File: config.mk
export PLATFORM = sky130hd
export DESIGN_NAME = conv2_ctrl
export DESIGN_NICKNAME = d
export VERILOG_FILES = /design/src/rtl/conv2_ctrl.sv
export SDC_FILE = /design/constraint.sdc
export NUM_CORES = 1
export LEC_CHECK = 0
export CAP_MARGIN = 0
export CORE_ASPECT_RATIO = 0.8
export CORE_MARGIN = 2
export CORE_UTILIZATION = 57
export DETAILED_ROUTE_END_ITERATION = 10
export PLACE_DENSITY = 0.84
export SKIP_CTS_REPAIR_TIMING = 1
export SYNTH_ARGS = -nofsm -noshare
export SYNTH_HDL_FRONTEND = slang
export SYNTH_SLANG_ARGS = --single-unit
export TNS_END_PERCENT = 1
File: constraint.sdc
create_clock -name clk -period 2.9 [get_ports clk]
set_input_delay 0.29 -clock clk [delete_from_list [all_inputs] [get_ports clk]]
set_output_delay 0.29 -clock clk [all_outputs]
set_load 0.05 [all_outputs]
File: src/rtl/conv2_ctrl.sv
// Sequencer for the 5x5 conv2 layer: walks output pixels, input channels and kernel taps,
// issuing feature-map/weight read addresses and accumulator/write strobes.
module conv2_ctrl (
    input  logic       clk,
    input  logic       reset,
    input  logic       start,
    input  logic       stall,
    output logic [9:0] fmap_addr,
    output logic [7:0] w_addr,
    output logic       acc_en,
    output logic       acc_clr,
    output logic       out_wr,
    output logic [5:0] out_addr,
    output logic       busy,
    output logic       done
);

    typedef enum logic [2:0] {IDLE, RUN, DRAIN, WRITE, DONE} state_t;

    state_t     state;
    logic [5:0] p;
    logic [2:0] kx;
    logic [2:0] ky;
    logic [9:0] pix_base;
    logic [9:0] next_base;
    logic       acc_en_q;
    logic       acc_clr_q;
    logic       out_wr_q;
    logic       hold;

    // Top-left input pixel of the next output pixel: step one column, or wrap to the next row.
    assign next_base = pix_base + ((p[2:0] == 3'd7) ? 10'd5 : 10'd1);

    // Strobes are masked while frozen so a pending acc_en survives the stall and fires on release.
    assign hold     = stall & busy;
    assign acc_en   = acc_en_q & ~hold;
    assign acc_clr  = acc_clr_q & ~hold;
    assign out_wr   = out_wr_q & ~hold;
    assign out_addr = p;

    always_ff @(posedge clk or posedge reset) begin
        if (reset) begin
            state     <= IDLE;
            p         <= '0;
            kx        <= '0;
            ky        <= '0;
            pix_base  <= '0;
            fmap_addr <= '0;
            w_addr    <= '0;
            acc_en_q  <= 1'b0;
            acc_clr_q <= 1'b0;
            out_wr_q  <= 1'b0;
            busy      <= 1'b0;
            done      <= 1'b0;
        end else begin
            case (state)
                IDLE: begin
                    if (start) begin
                        state <= RUN;
                        busy  <= 1'b1;
                    end
                end
                RUN: begin
                    if (!stall) begin
                        acc_en_q  <= 1'b1;
                        acc_clr_q <= (w_addr == 8'd0);
                        if (w_addr == 8'd149) begin
                            state <= DRAIN;
                        end else begin
                            w_addr <= w_addr + 8'd1;
                            // Address steps: next tap in row, next kernel row, or next channel plane.
                            if (kx != 3'd4) begin
                                kx        <= kx + 3'd1;
                                fmap_addr <= fmap_addr + 10'd1;
                            end else if (ky != 3'd4) begin
                                kx        <= '0;
                                ky        <= ky + 3'd1;
                                fmap_addr <= fmap_addr + 10'd8;
                            end else begin
                                kx        <= '0;
                                ky        <= '0;
                                fmap_addr <= fmap_addr + 10'd92;
                            end
                        end
                    end
                end
                DRAIN: begin
                    if (!stall) begin
                        acc_en_q  <= 1'b0;
                        acc_clr_q <= 1'b0;
                        out_wr_q  <= 1'b1;
                        state     <= WRITE;
                    end
                end
                WRITE: begin
                    if (!stall) begin
                        out_wr_q <= 1'b0;
                        kx       <= '0;
                        ky       <= '0;
                        w_addr   <= '0;
                        if (p == 6'd63) begin
                            state <= DONE;
                            busy  <= 1'b0;
                            done  <= 1'b1;
                        end else begin
                            state     <= RUN;
                            p         <= p + 6'd1;
                            pix_base  <= next_base;
                            fmap_addr <= next_base;
                        end
                    end
                end
                DONE: begin
                    state     <= IDLE;
                    done      <= 1'b0;
                    p         <= '0;
                    pix_base  <= '0;
                    fmap_addr <= '0;
                    w_addr    <= '0;
                end
                default: begin
                    state <= IDLE;
                    busy  <= 1'b0;
                    done  <= 1'b0;
                end
            endcase
        end
    end

endmodule

==> results of run 1 <==
## cells in the final DEF, fill, tap and decap left out, types with 2 or more instances in the layout
cell / count
sky130_fd_sc_hd__or3_1: 2
sky130_fd_sc_hd__a22o_1: 4
sky130_fd_sc_hd__o31ai_1: 4
sky130_fd_sc_hd__a22oi_1: 3
sky130_fd_sc_hd__dfrtp_1: 48
sky130_fd_sc_hd__o32a_1: 3
sky130_fd_sc_hd__o21ai_1: 2
sky130_fd_sc_hd__a32oi_1: 2
sky130_fd_sc_hd__a31oi_1: 3
sky130_fd_sc_hd__o21a_1: 2
sky130_fd_sc_hd__xor2_1: 6
sky130_fd_sc_hd__nand2_1: 32
sky130_fd_sc_hd__clkbuf_8: 5
sky130_fd_sc_hd__o2bb2ai_1: 3
sky130_fd_sc_hd__and2_1: 8
sky130_fd_sc_hd__nand2b_1: 5
sky130_fd_sc_hd__inv_1: 18
sky130_fd_sc_hd__nand4_1: 7
sky130_fd_sc_hd__a31o_2: 3
sky130_fd_sc_hd__o211ai_1: 2
sky130_fd_sc_hd__clkdlybuf4s50_1: 32
sky130_fd_sc_hd__xnor2_1: 7
sky130_fd_sc_hd__ha_1: 17
sky130_fd_sc_hd__nor2_1: 23
sky130_fd_sc_hd__a211oi_1: 3
sky130_fd_sc_hd__a21o_1: 3
sky130_fd_sc_hd__nor4_1: 2
sky130_fd_sc_hd__a311o_1: 2
sky130_fd_sc_hd__buf_4: 7
sky130_fd_sc_hd__o2111ai_1: 2
sky130_fd_sc_hd__and4_1: 3
sky130_fd_sc_hd__o22ai_1: 3
sky130_fd_sc_hd__a21oi_1: 17
sky130_fd_sc_hd__mux2i_1: 3
sky130_fd_sc_hd__a32o_1: 3
sky130_fd_sc_hd__and3_1: 4
sky130_fd_sc_hd__o21ai_0: 33
sky130_fd_sc_hd__nor3_1: 6
sky130_fd_sc_hd__nand3_1: 10
## area by class of cell
class | count | area, um2 | area share
Clock buffer | 5 | 68.8 | 0.0197
Clock inverter | 3 | 46.3 | 0.0132
Inverter | 19 | 71.3 | 0.0204
Multi-Input combinational cell | 251 | 1660 | 0.474
Sequential cell | 48 | 1200 | 0.344
Tap cell | 62 | 77.6 | 0.0222
Timing Repair Buffer | 39 | 373 | 0.107
## worst max path at each step
stage,endpoint,slack [ns],cells after the start
finish,fmap_addr[9],0.43,7
global route,fmap_addr[9],0.27,7
CTS,fmap_addr[9],0.45,7
detailed placement,fmap_addr[9],0.47,7
global placement,fmap_addr[9],0.56,7
floorplan,fmap_addr[9],0.51,7
## sequential cells by signal (all words and copies together), names as in the netlist
name and count:
busy 1, kx 3, fmap_addr 10, out_addr 6, pix_base 10, ky 3, acc_en_q 1, w_addr 8
state 3, done 1, acc_clr_q 1, out_wr_q 1
## metrics by stage
stage               hold WS, ns  total power, mW  setup WS (ns)  utilization  area (um2)
finish                    0.328             2.92          0.426        0.690        3500
global route              0.351             3.09          0.270        0.690        3500
CTS                       0.338             2.91          0.446        0.690        3500
detailed placement        0.468             2.40          0.474        0.667        3380
global placement          0.457             2.36          0.563        0.667        3380
floorplan                 0.435             1.98          0.507            -        3020
## worst max-delay path, delay by kind of cell, from the launching register on
kind | cells | cell delay (ns)
simple gates | 2 | 0.36
compound gates | 3 | 1.28
fa+ha+maj | 1 | 0.15
buf+inv | 1 | 0.13
flops | 1 | 0.46
## layer usage
| metal | vias up | part of all wire | GRT usage |
|---|---|---|---|
| met5 | - | 0 | 0 |
| met4 | 0 | 0.010 | 0.0635 |
| met3 | 18 | 0.078 | 0.0754 |
| met2 | 132 | 0.44 | 0.366 |
| met1 | 1301 | 0.47 | 0.374 |
| li1 | 1297 | - | - |
## where the power goes
part / switching (mW) / leakage, nW / internal [mW]
combinational: 0.833 / 0.855 / 0.498
clock: 0.250 / 0.0548 / 0.260
sequential: 0.248 / 0.586 / 0.830
total: 1.33 / 1.50 / 1.59
## kinds of logic after synthesis
logic type / Yosys count / share of synthesized area
compound gates: 109 / 0.250
simple gates: 108 / 0.178
flops: 48 / 0.398
buf+inv: 36 / 0.0526
fa+ha+maj: 17 / 0.0705
xor+xnor: 13 / 0.0377
mux: 4 / 0.0137
==> impl_metrics.xml, run 1 <==
<?xml version="1.0" encoding="UTF-8"?>
<metrics>
  <group name="outcome">
    <metric name="status" unit="">finished clean</metric>
  </group>
  <group name="pwr">
    <metric name="max-vdd-ir-drop" unit="mV">0.587</metric>
    <metric name="power-per-cell-area" unit="mW/mm2">835</metric>
    <metric name="power.leakage" unit="nW">1.50</metric>
  </group>
  <group name="synthesis">
    <metric name="synthMostInstantiatedCell" unit="">sky130_fd_sc_hd__dfrtp_1</metric>
    <metric name="yosysUniqueCellTypes" unit="">61</metric>
    <metric name="syn_area_per_cell" unit="um2">9.01</metric>
    <metric name="yosysWarnings" unit="">0</metric>
    <metric name="dominantRegCellSynth" unit="">sky130_fd_sc_hd__dfrtp_1</metric>
    <metric name="netlist_top_cells_area" unit="">sky130_fd_sc_hd__dfrtp_1 (40%), sky130_fd_sc_hd__ha_1 (7.0%), sky130_fd_sc_hd__o21ai_0 (5.5%)</metric>
    <metric name="number_of_storage_elements_in_the_synthesis_netlist" unit="">48</metric>
    <metric name="synthTopCellsByCount" unit="">sky130_fd_sc_hd__dfrtp_1 (48), sky130_fd_sc_hd__o21ai_0 (33), sky130_fd_sc_hd__nand2_1 (32)</metric>
    <metric name="synth_largest_type_area_fraction" unit="">0.398</metric>
    <metric name="synthDominantAreaCellType" unit="">sky130_fd_sc_hd__dfrtp_1</metric>
    <metric name="synth_enable_flop_cells" unit="">0</metric>
    <metric name="mappedNetlistNets" unit="">356</metric>
    <metric name="post_synth_instance_area" unit="mm2">0.00302</metric>
    <metric name="ys_seq_area_frac" unit="">0.398</metric>
    <metric name="postSynthCellCount" unit="">335</metric>
    <metric name="async_flop_share" unit="">1.00</metric>
  </group>
  <group name="setup_path">
    <metric name="critical_path.startpoint" unit="">w_addr[1]</metric>
    <metric name="regToRegSetupSlack" unit="ns">0.43</metric>
    <metric name="timing.critical_path.from_type" unit="">flip-flop</metric>
    <metric name="critical_path.slowest_cell" unit="">sky130_fd_sc_hd__o311ai_4</metric>
    <metric name="worstPathRequired" unit="ns">3.10</metric>
    <metric name="regToRegStartpoint" unit="">w_addr[1]</metric>
    <metric name="critical_path.reg2reg.endpoint" unit="">fmap_addr[9]</metric>
    <metric name="crit_path_cell_chain" unit="">inv_1 -&gt; ha_1 -&gt; nand4_1 -&gt; o311ai_4 -&gt; o21a_1 -&gt; nor3_1 -&gt; a311o_1</metric>
    <metric name="slowest_delay" unit="ns">0.53</metric>
    <metric name="crit_path_end_kind" unit="">flip-flop</metric>
    <metric name="worstSetupPathType" unit="">flip-flop to flip-flop</metric>
    <metric name="worst_r2r_path_depth" unit="">7</metric>
    <metric name="arrival" unit="ns">2.68</metric>
    <metric name="critical_path.max_fanout" unit="">10</metric>
  </group>
  <group name="sta">
    <metric name="clock_skew" unit="ns">0.00755</metric>
    <metric name="tightest_slew" unit="ns">0.914</metric>
    <metric name="timing.final.setup_violations" unit="">0</metric>
    <metric name="setup_tns" unit="ns">0</metric>
    <metric name="grt_setup_unrepaired" unit="">false</metric>
    <metric name="hold_viol_final" unit="">0</metric>
    <metric name="relSlewSlack" unit="">0.387</metric>
    <metric name="fin_crit_sh" unit="">0.853</metric>
    <metric name="final.min_clock_period" unit="ns">2.47</metric>
    <metric name="finalMaxSlewViolations" unit="">0</metric>
    <metric name="maxClockFrequency" unit="MHz">404</metric>
  </group>
  <group name="drt">
    <metric name="via_per_inst" unit="">6.44</metric>
    <metric name="detailroute.via_count" unit="">2748</metric>
    <metric name="routed_wire_length_per_instance" unit="um">17.0</metric>
    <metric name="drcViolationCount" unit="">0</metric>
    <metric name="dr.first_iter.drc_count" unit="">223</metric>
    <metric name="detailed_router_iteration_count_before_antenna_repair" unit="">5</metric>
    <metric name="final_antenna_net_count" unit="">0</metric>
    <metric name="postRouteWirelength" unit="um">7240</metric>
  </group>
  <group name="floorplan">
    <metric name="effective_utilization_at_floorplan" unit="">0.596</metric>
    <metric name="die_width" unit="um">85.4</metric>
    <metric name="die_height" unit="um">69.1</metric>
    <metric name="floorplan.die_area" unit="mm2">0.00590</metric>
    <metric name="floorplan.io_pins" unit="">33</metric>
    <metric name="fp-row-count" unit="">23</metric>
    <metric name="floorplan.core_area" unit="mm2">0.00506</metric>
  </group>
  <group name="clock_network">
    <metric name="cts_tree" unit="">built</metric>
    <metric name="total_cts_buffers" unit="">5</metric>
    <metric name="cts_htree_levels" unit="">2</metric>
    <metric name="ctsLongestPathBuffers" unit="">2</metric>
    <metric name="clkTransAtPathRegs" unit="ns">0.10</metric>
    <metric name="cts.sink_count" unit="">48</metric>
    <metric name="worst_skew_pair.late_latency" unit="ns">0.31</metric>
    <metric name="cts.root.buffer_cell" unit="">sky130_fd_sc_hd__clkbuf_8</metric>
  </group>
  <group name="place">
    <metric name="port-buffer-count" unit="">32</metric>
    <metric name="dp.cells" unit="">419</metric>
    <metric name="place.detailed.hpwl" unit="um">5020</metric>
    <metric name="place_congestion" unit="">0.896</metric>
  </group>
  <group name="final_layout">
    <metric name="finish.cell_count_without_fillers" unit="">427</metric>
    <metric name="finalNetCount" unit="">385</metric>
    <metric name="flow.area_growth_from_synthesis" unit="%">15.8</metric>
    <metric name="antennaDiodeCount" unit="">0</metric>
    <metric name="layout-drive-gt1-share" unit="">0.0712</metric>
    <metric name="fillCellCount" unit="">414</metric>
  </group>
  <group name="global_route">
    <metric name="global_route_wire_length_before_repair" unit="um">12200</metric>
    <metric name="grt_use_total" unit="">0.254</metric>
    <metric name="grt-ovfl-total" unit="">0</metric>
    <metric name="vias_in_the_first_global_route" unit="">2513</metric>
    <metric name="grt_max_degree" unit="">26</metric>
    <metric name="grt_antenna_before_repair" unit="">0</metric>
  </group>
  <group name="job">
    <metric name="max_cap_violations" unit="">0</metric>
  </group>
  <group name="hold_path">
    <metric name="hold_path_class" unit="">primary input to asynchronous set/reset pin</metric>
  </group>
</metrics>
No activity file was read; power rests on OpenSTA's default activity.
==> run 2, diff against run 1 <==
CORE_UTILIZATION = 41   (was 57)
PLACE_DENSITY = unset   (was 0.84)
PLACE_DENSITY_LB_ADDON = 0.15   (was unset)
==> impl_metrics.xml, run 2 (synthesis results as in run 1) <==
<?xml version="1.0" encoding="UTF-8"?>
<metrics>
  <group name="final_layout">
    <metric name="antennaDiodeCount" unit="">0</metric>
    <metric name="finalNetCount" unit="">390</metric>
    <metric name="layout_commonest_cell" unit="">sky130_fd_sc_hd__dfrtp_1</metric>
    <metric name="fillCellCount" unit="">675</metric>
    <metric name="highest_count_cells_in_the_layout_ignoring_fill_and_taps" unit="">sky130_fd_sc_hd__dfrtp_1 (48), sky130_fd_sc_hd__o21ai_0 (33), sky130_fd_sc_hd__nand2_1 (32), sky130_fd_sc_hd__clkdlybuf4s50_1 (32), sky130_fd_sc_hd__nor2_1 (23)</metric>
    <metric name="flow.area_growth_from_synthesis" unit="%">17.4</metric>
    <metric name="layout-drive-gt1-share" unit="">0.0811</metric>
    <metric name="registers_with_the_most_flip_flops" unit="">fmap_addr: 10 flops, pix_base: 10 flops, w_addr: 8 flops</metric>
    <metric name="regArea" unit="mm2">0.00120</metric>
    <metric name="area_of_the_multi_input_gates" unit="mm2">0.00166</metric>
  </group>
  <group name="place">
    <metric name="port-buffer-count" unit="">32</metric>
    <metric name="place.detailed.hpwl" unit="um">5440</metric>
    <metric name="place_congestion" unit="">0.886</metric>
  </group>
  <group name="floorplan">
    <metric name="floorplan.io_pins" unit="">33</metric>
    <metric name="die_height" unit="um">80.7</metric>
    <metric name="effective_utilization_at_floorplan" unit="">0.432</metric>
    <metric name="die_width" unit="um">99.9</metric>
    <metric name="floorplan.core_area" unit="mm2">0.00699</metric>
    <metric name="fp-row-count" unit="">27</metric>
    <metric name="floorplan.die_area" unit="mm2">0.00807</metric>
  </group>
  <group name="outcome">
    <metric name="status" unit="">finished clean</metric>
  </group>
  <group name="setup_path">
    <metric name="slowest_delay" unit="ns">0.54</metric>
    <metric name="critical_path.slowest_cell" unit="">sky130_fd_sc_hd__o311ai_4</metric>
    <metric name="arrival" unit="ns">2.68</metric>
    <metric name="crit_path_cell_chain" unit="">inv_1 -&gt; ha_1 -&gt; nand4_1 -&gt; o311ai_4 -&gt; o21a_1 -&gt; nor3_1 -&gt; a311o_1</metric>
    <metric name="regToRegStartpoint" unit="">w_addr[1]</metric>
    <metric name="crit_path_end_kind" unit="">flip-flop</metric>
    <metric name="regToRegSetupSlack" unit="ns">0.41</metric>
    <metric name="critical_path.max_fanout" unit="">10</metric>
    <metric name="critPathBufInv" unit="">1</metric>
    <metric name="worstPathRequired" unit="ns">3.09</metric>
    <metric name="critical_path.reg2reg.endpoint" unit="">fmap_addr[9]</metric>
    <metric name="timing.critical_path.from_type" unit="">flip-flop</metric>
    <metric name="path_delay_family" unit="">compound AO/OA/AOI/OAI gates</metric>
    <metric name="worst_r2r_path_depth" unit="">7</metric>
    <metric name="worstSetupPathType" unit="">flip-flop to flip-flop</metric>
  </group>
  <group name="hold_path">
    <metric name="hold_path_class" unit="">primary input to asynchronous set/reset pin</metric>
  </group>
  <group name="sta">
    <metric name="final.min_clock_period" unit="ns">2.49</metric>
    <metric name="hold_viol_final" unit="">0</metric>
    <metric name="timing.final.setup_violations" unit="">0</metric>
    <metric name="tightest_slew" unit="ns">0.900</metric>
    <metric name="maxClockFrequency" unit="MHz">402</metric>
    <metric name="relSlewSlack" unit="">0.396</metric>
    <metric name="fin_crit_sh" unit="">0.859</metric>
    <metric name="setup_tns" unit="ns">0</metric>
    <metric name="grt_setup_unrepaired" unit="">false</metric>
    <metric name="finalMaxSlewViolations" unit="">0</metric>
    <metric name="clock_skew" unit="ns">0.00874</metric>
  </group>
  <group name="drt">
    <metric name="dr.first_iter.drc_count" unit="">112</metric>
    <metric name="routed_wire_length_per_instance" unit="um">16.4</metric>
    <metric name="detailed_router_iteration_count_before_antenna_repair" unit="">4</metric>
    <metric name="detailroute.via_count" unit="">2638</metric>
    <metric name="drcViolationCount" unit="">0</metric>
    <metric name="via_per_inst" unit="">5.77</metric>
    <metric name="final_antenna_net_count" unit="">0</metric>
    <metric name="postRouteWirelength" unit="um">7490</metric>
  </group>
  <group name="global_route">
    <metric name="grt_use_met3" unit="">0.0361</metric>
    <metric name="global_route_wire_length_before_repair" unit="um">13000</metric>
    <metric name="grt-ovfl-total" unit="">0</metric>
    <metric name="globalRouteMet2Util" unit="">0.304</metric>
    <metric name="grt_max_degree" unit="">22</metric>
    <metric name="groute.layer.met1.usage" unit="">0.306</metric>
    <metric name="grt_use_total" unit="">0.200</metric>
    <metric name="vias_in_the_first_global_route" unit="">2461</metric>
    <metric name="grt_antenna_before_repair" unit="">0</metric>
    <metric name="gr-max-usage-layer" unit="">met1</metric>
  </group>
  <group name="pwr">
    <metric name="power-per-cell-area" unit="mW/mm2">794</metric>
    <metric name="max-vdd-ir-drop" unit="mV">0.291</metric>
    <metric name="finalPower" unit="mW">2.81</metric>
    <metric name="power.leakage" unit="nW">1.51</metric>
  </group>
  <group name="clock_network">
    <metric name="cts.sink_count" unit="">48</metric>
    <metric name="cts_htree_levels" unit="">2</metric>
    <metric name="cts.root.buffer_cell" unit="">sky130_fd_sc_hd__clkbuf_8</metric>
    <metric name="cts_tree" unit="">built</metric>
    <metric name="total_cts_buffers" unit="">5</metric>
    <metric name="ctsLongestPathBuffers" unit="">2</metric>
    <metric name="worst_skew_pair.late_latency" unit="ns">0.30</metric>
    <metric name="clkTransAtPathRegs" unit="ns">0.10</metric>
  </group>
  <group name="job">
    <metric name="max_cap_violations" unit="">0</metric>
  </group>
</metrics>
run 2: cell count changes in the layout (fill, tap and decap cells not counted):
| cell | delta |
|---|---|
| sky130_fd_sc_hd__buf_4 | +5 |
| sky130_fd_sc_hd__bufinv_16 | -1 |
| sky130_fd_sc_hd__clkbuf_1 | +1 |
| sky130_fd_sc_hd__clkbuf_8 | +1 |
| sky130_fd_sc_hd__inv_6 | -1 |
run 2: worst max-delay path by stage:
stage	start	to	slack, ns	cells past startpoint
2_1_floorplan	w_addr[0]	fmap_addr[9]	0.51	7
3_3_place_gp	w_addr[1]	fmap_addr[9]	0.55	7
3_5_place_dp	w_addr[1]	fmap_addr[9]	0.46	7
4_1_cts	w_addr[1]	fmap_addr[9]	0.44	7
5_1_grt	w_addr[1]	fmap_addr[9]	0.23	7
6_report	w_addr[1]	fmap_addr[9]	0.41	7
run 2: through the flow:
step	hold slack (ns)	cells	instance area (um2)	util	setup slack, ns
6_report	0.253	457	3540	0.507	0.410
5_1_grt	0.269	457	3540	0.507	0.228
4_1_cts	0.258	457	3540	0.507	0.440
3_5_place_dp	0.473	449	3450	0.493	0.456
3_3_place_gp	0.460	449	3450	0.493	0.546
2_1_floorplan	0.435	335	3020	-	0.507
run 2: worst register-to-register path: stages, from the launching register on:
cell and delay, ns:
sky130_fd_sc_hd__dfrtp_1 0.44, sky130_fd_sc_hd__inv_1 0.11, sky130_fd_sc_hd__ha_1 0.14, sky130_fd_sc_hd__nand4_1 0.26, sky130_fd_sc_hd__o311ai_4 0.54, sky130_fd_sc_hd__o21a_1 0.43, sky130_fd_sc_hd__nor3_1 0.13, sky130_fd_sc_hd__a311o_1 0.33
run 2: cell type report:
type                            instances  area share
Clock buffer                            7      0.0244
Clock inverter                          1     0.00212
Inverter                               19      0.0201
Sequential cell                        48       0.339
Tap cell                               87      0.0307
Multi-Input combinational cell        251       0.468
Timing Repair Buffer                   44       0.116
run 2: where the power goes:
part	internal, mW	switching, mW	leakage (nW)
Clock	0.194	0.230	0.0445
Combinational	0.508	0.823	0.879
Sequential	0.831	0.225	0.586
Total	1.53	1.28	1.51
run 2: layer usage:
layer | up-vias | wire (um)
met5 | - | 0
met4 | 0 | 19
met3 | 2 | 260
met2 | 49 | 3210
met1 | 1285 | 4000
li1 | 1302 | -
==> run 3, diff against run 2 <==
MAX_ROUTING_LAYER = met4   (was unset)
==> impl_metrics.xml, run 3 (synthesis results as in run 1) <==
<?xml version="1.0" encoding="UTF-8"?>
<metrics>
  <group name="place">
    <metric name="place_congestion" unit="">0.911</metric>
    <metric name="port-buffer-count" unit="">32</metric>
    <metric name="place.detailed.hpwl" unit="um">5430</metric>
  </group>
  <group name="drt">
    <metric name="routed_wire_length_per_instance" unit="um">16.5</metric>
    <metric name="via_per_inst" unit="">5.78</metric>
    <metric name="drcViolationCount" unit="">0</metric>
    <metric name="postRouteWirelength" unit="um">7540</metric>
    <metric name="final_antenna_net_count" unit="">0</metric>
    <metric name="detailed_router_iteration_count_before_antenna_repair" unit="">4</metric>
    <metric name="detailroute.via_count" unit="">2635</metric>
    <metric name="dr.first_iter.drc_count" unit="">155</metric>
  </group>
  <group name="setup_path">
    <metric name="crit_path_cell_chain" unit="">inv_1 -&gt; ha_1 -&gt; nand4_1 -&gt; o311ai_4 -&gt; o21a_1 -&gt; nor3_1 -&gt; a311o_1</metric>
    <metric name="worstSetupPathType" unit="">flip-flop to flip-flop</metric>
    <metric name="critical_path.reg2reg.endpoint" unit="">fmap_addr[9]</metric>
    <metric name="regToRegSetupSlack" unit="ns">0.41</metric>
    <metric name="critical_path.max_fanout" unit="">10</metric>
    <metric name="regToRegStartpoint" unit="">w_addr[1]</metric>
    <metric name="worstPathRequired" unit="ns">3.09</metric>
    <metric name="path_delay_family" unit="">compound AO/OA/AOI/OAI gates</metric>
    <metric name="timing.critical_path.from_type" unit="">flip-flop</metric>
    <metric name="crit_path_end_kind" unit="">flip-flop</metric>
    <metric name="critPathBufInv" unit="">1</metric>
    <metric name="critical_path.slowest_cell" unit="">sky130_fd_sc_hd__o311ai_4</metric>
    <metric name="worst_r2r_path_depth" unit="">7</metric>
    <metric name="arrival" unit="ns">2.68</metric>
    <metric name="slowest_delay" unit="ns">0.53</metric>
  </group>
  <group name="global_route">
    <metric name="global_route_wire_length_before_repair" unit="um">12800</metric>
    <metric name="grt_antenna_before_repair" unit="">0</metric>
    <metric name="grt_use_total" unit="">0.207</metric>
    <metric name="grt_use_met3" unit="">0.0430</metric>
    <metric name="groute.layer.met1.usage" unit="">0.305</metric>
    <metric name="gr-max-usage-layer" unit="">met1</metric>
    <metric name="vias_in_the_first_global_route" unit="">2470</metric>
    <metric name="grt-ovfl-total" unit="">0</metric>
    <metric name="globalRouteMet2Util" unit="">0.297</metric>
    <metric name="grt_max_degree" unit="">25</metric>
  </group>
  <group name="clock_network">
    <metric name="cts.root.buffer_cell" unit="">sky130_fd_sc_hd__clkbuf_8</metric>
    <metric name="ctsLongestPathBuffers" unit="">2</metric>
    <metric name="cts_tree" unit="">built</metric>
    <metric name="worst_skew_pair.late_latency" unit="ns">0.30</metric>
    <metric name="cts.sink_count" unit="">48</metric>
    <metric name="total_cts_buffers" unit="">5</metric>
    <metric name="cts_htree_levels" unit="">2</metric>
    <metric name="clkTransAtPathRegs" unit="ns">0.10</metric>
  </group>
  <group name="sta">
    <metric name="clock_skew" unit="ns">0.00793</metric>
    <metric name="timing.final.setup_violations" unit="">0</metric>
    <metric name="finalMaxSlewViolations" unit="">0</metric>
    <metric name="fin_hold_ws" unit="ns">0.330</metric>
    <metric name="grt_setup_unrepaired" unit="">false</metric>
    <metric name="relSlewSlack" unit="">0.368</metric>
    <metric name="final.min_clock_period" unit="ns">2.49</metric>
    <metric name="setup_tns" unit="ns">0</metric>
    <metric name="fin_crit_sh" unit="">0.859</metric>
    <metric name="tightest_slew" unit="ns">0.942</metric>
    <metric name="maxClockFrequency" unit="MHz">402</metric>
    <metric name="hold_viol_final" unit="">0</metric>
  </group>
  <group name="final_layout">
    <metric name="registers_with_the_most_flip_flops" unit="">fmap_addr: 10 flops, pix_base: 10 flops, w_addr: 8 flops</metric>
    <metric name="layout_commonest_cell" unit="">sky130_fd_sc_hd__dfrtp_1</metric>
    <metric name="flow.area_growth_from_synthesis" unit="%">17.2</metric>
    <metric name="finalNetCount" unit="">389</metric>
    <metric name="highest_count_cells_in_the_layout_ignoring_fill_and_taps" unit="">sky130_fd_sc_hd__dfrtp_1 (48), sky130_fd_sc_hd__o21ai_0 (33), sky130_fd_sc_hd__nand2_1 (32), sky130_fd_sc_hd__clkdlybuf4s50_1 (32), sky130_fd_sc_hd__nor2_1 (23)</metric>
    <metric name="layout-drive-gt1-share" unit="">0.0786</metric>
    <metric name="antennaDiodeCount" unit="">0</metric>
  </group>
  <group name="hold_path">
    <metric name="hold_path_class" unit="">primary input to asynchronous set/reset pin</metric>
  </group>
  <group name="floorplan">
    <metric name="effective_utilization_at_floorplan" unit="">0.432</metric>
    <metric name="floorplan.io_pins" unit="">33</metric>
    <metric name="die_height" unit="um">80.7</metric>
    <metric name="fp-row-count" unit="">27</metric>
    <metric name="floorplan.core_area" unit="mm2">0.00699</metric>
    <metric name="floorplan.die_area" unit="mm2">0.00807</metric>
    <metric name="die_width" unit="um">99.9</metric>
  </group>
  <group name="outcome">
    <metric name="status" unit="">finished clean</metric>
  </group>
  <group name="pwr">
    <metric name="power-per-cell-area" unit="mW/mm2">793</metric>
    <metric name="power.leakage" unit="nW">1.50</metric>
    <metric name="max-vdd-ir-drop" unit="mV">0.305</metric>
  </group>
  <group name="job">
    <metric name="max_cap_violations" unit="">0</metric>
  </group>
</metrics>
## run 3: cell count changes in the layout (fill, tap and decap cells not counted), sizes merged
cell,change
buf,-1
## run 3: power by group
group,switching (mW),internal (mW)
logic,0.810,0.498
clock network,0.235,0.194
registers,0.237,0.831
## run 3: per-layer routing
| layer | up-vias | part of all wire |
|---|---|---|
| met5 | - | 0 |
| met4 | 0 | 0.0065 |
| met3 | 6 | 0.040 |
| met2 | 59 | 0.44 |
| met1 | 1277 | 0.52 |
| li1 | 1293 | - |
## run 3: final cells by class
type                            count  area [um2]
Inverter                           19        71.3
Clock buffer                        7        86.3
Multi-Input combinational cell    251        1660
Fill cell                         674        3460
Tap cell                           87         109
Timing Repair Buffer               43         403
Sequential cell                    48        1200
Clock inverter                      1        7.51
## run 3: how the worst max path moves through the flow
| stage | slack, ns | start | end | depth (start not counted) |
|---|---|---|---|---|
| floorplan | 0.51 | w_addr[0] | fmap_addr[9] | 7 |
| global placement | 0.55 | w_addr[1] | fmap_addr[9] | 7 |
| detailed placement | 0.45 | w_addr[1] | fmap_addr[9] | 7 |
| CTS | 0.43 | w_addr[1] | fmap_addr[9] | 7 |
| global route | 0.23 | w_addr[1] | fmap_addr[9] | 7 |
| finish | 0.41 | w_addr[1] | fmap_addr[9] | 7 |
## run 3: metrics by stage
stage	instances	total power, mW	instance area (um2)	utilization	setup slack, ns
after floorplan	335	1.98	3020	-	0.507
after global placement	448	2.37	3440	0.492	0.549
after detailed placement	448	2.39	3440	0.492	0.450
after CTS	456	2.82	3540	0.506	0.428
after global routing	456	3.01	3540	0.506	0.227
final	456	2.80	3540	0.506	0.410
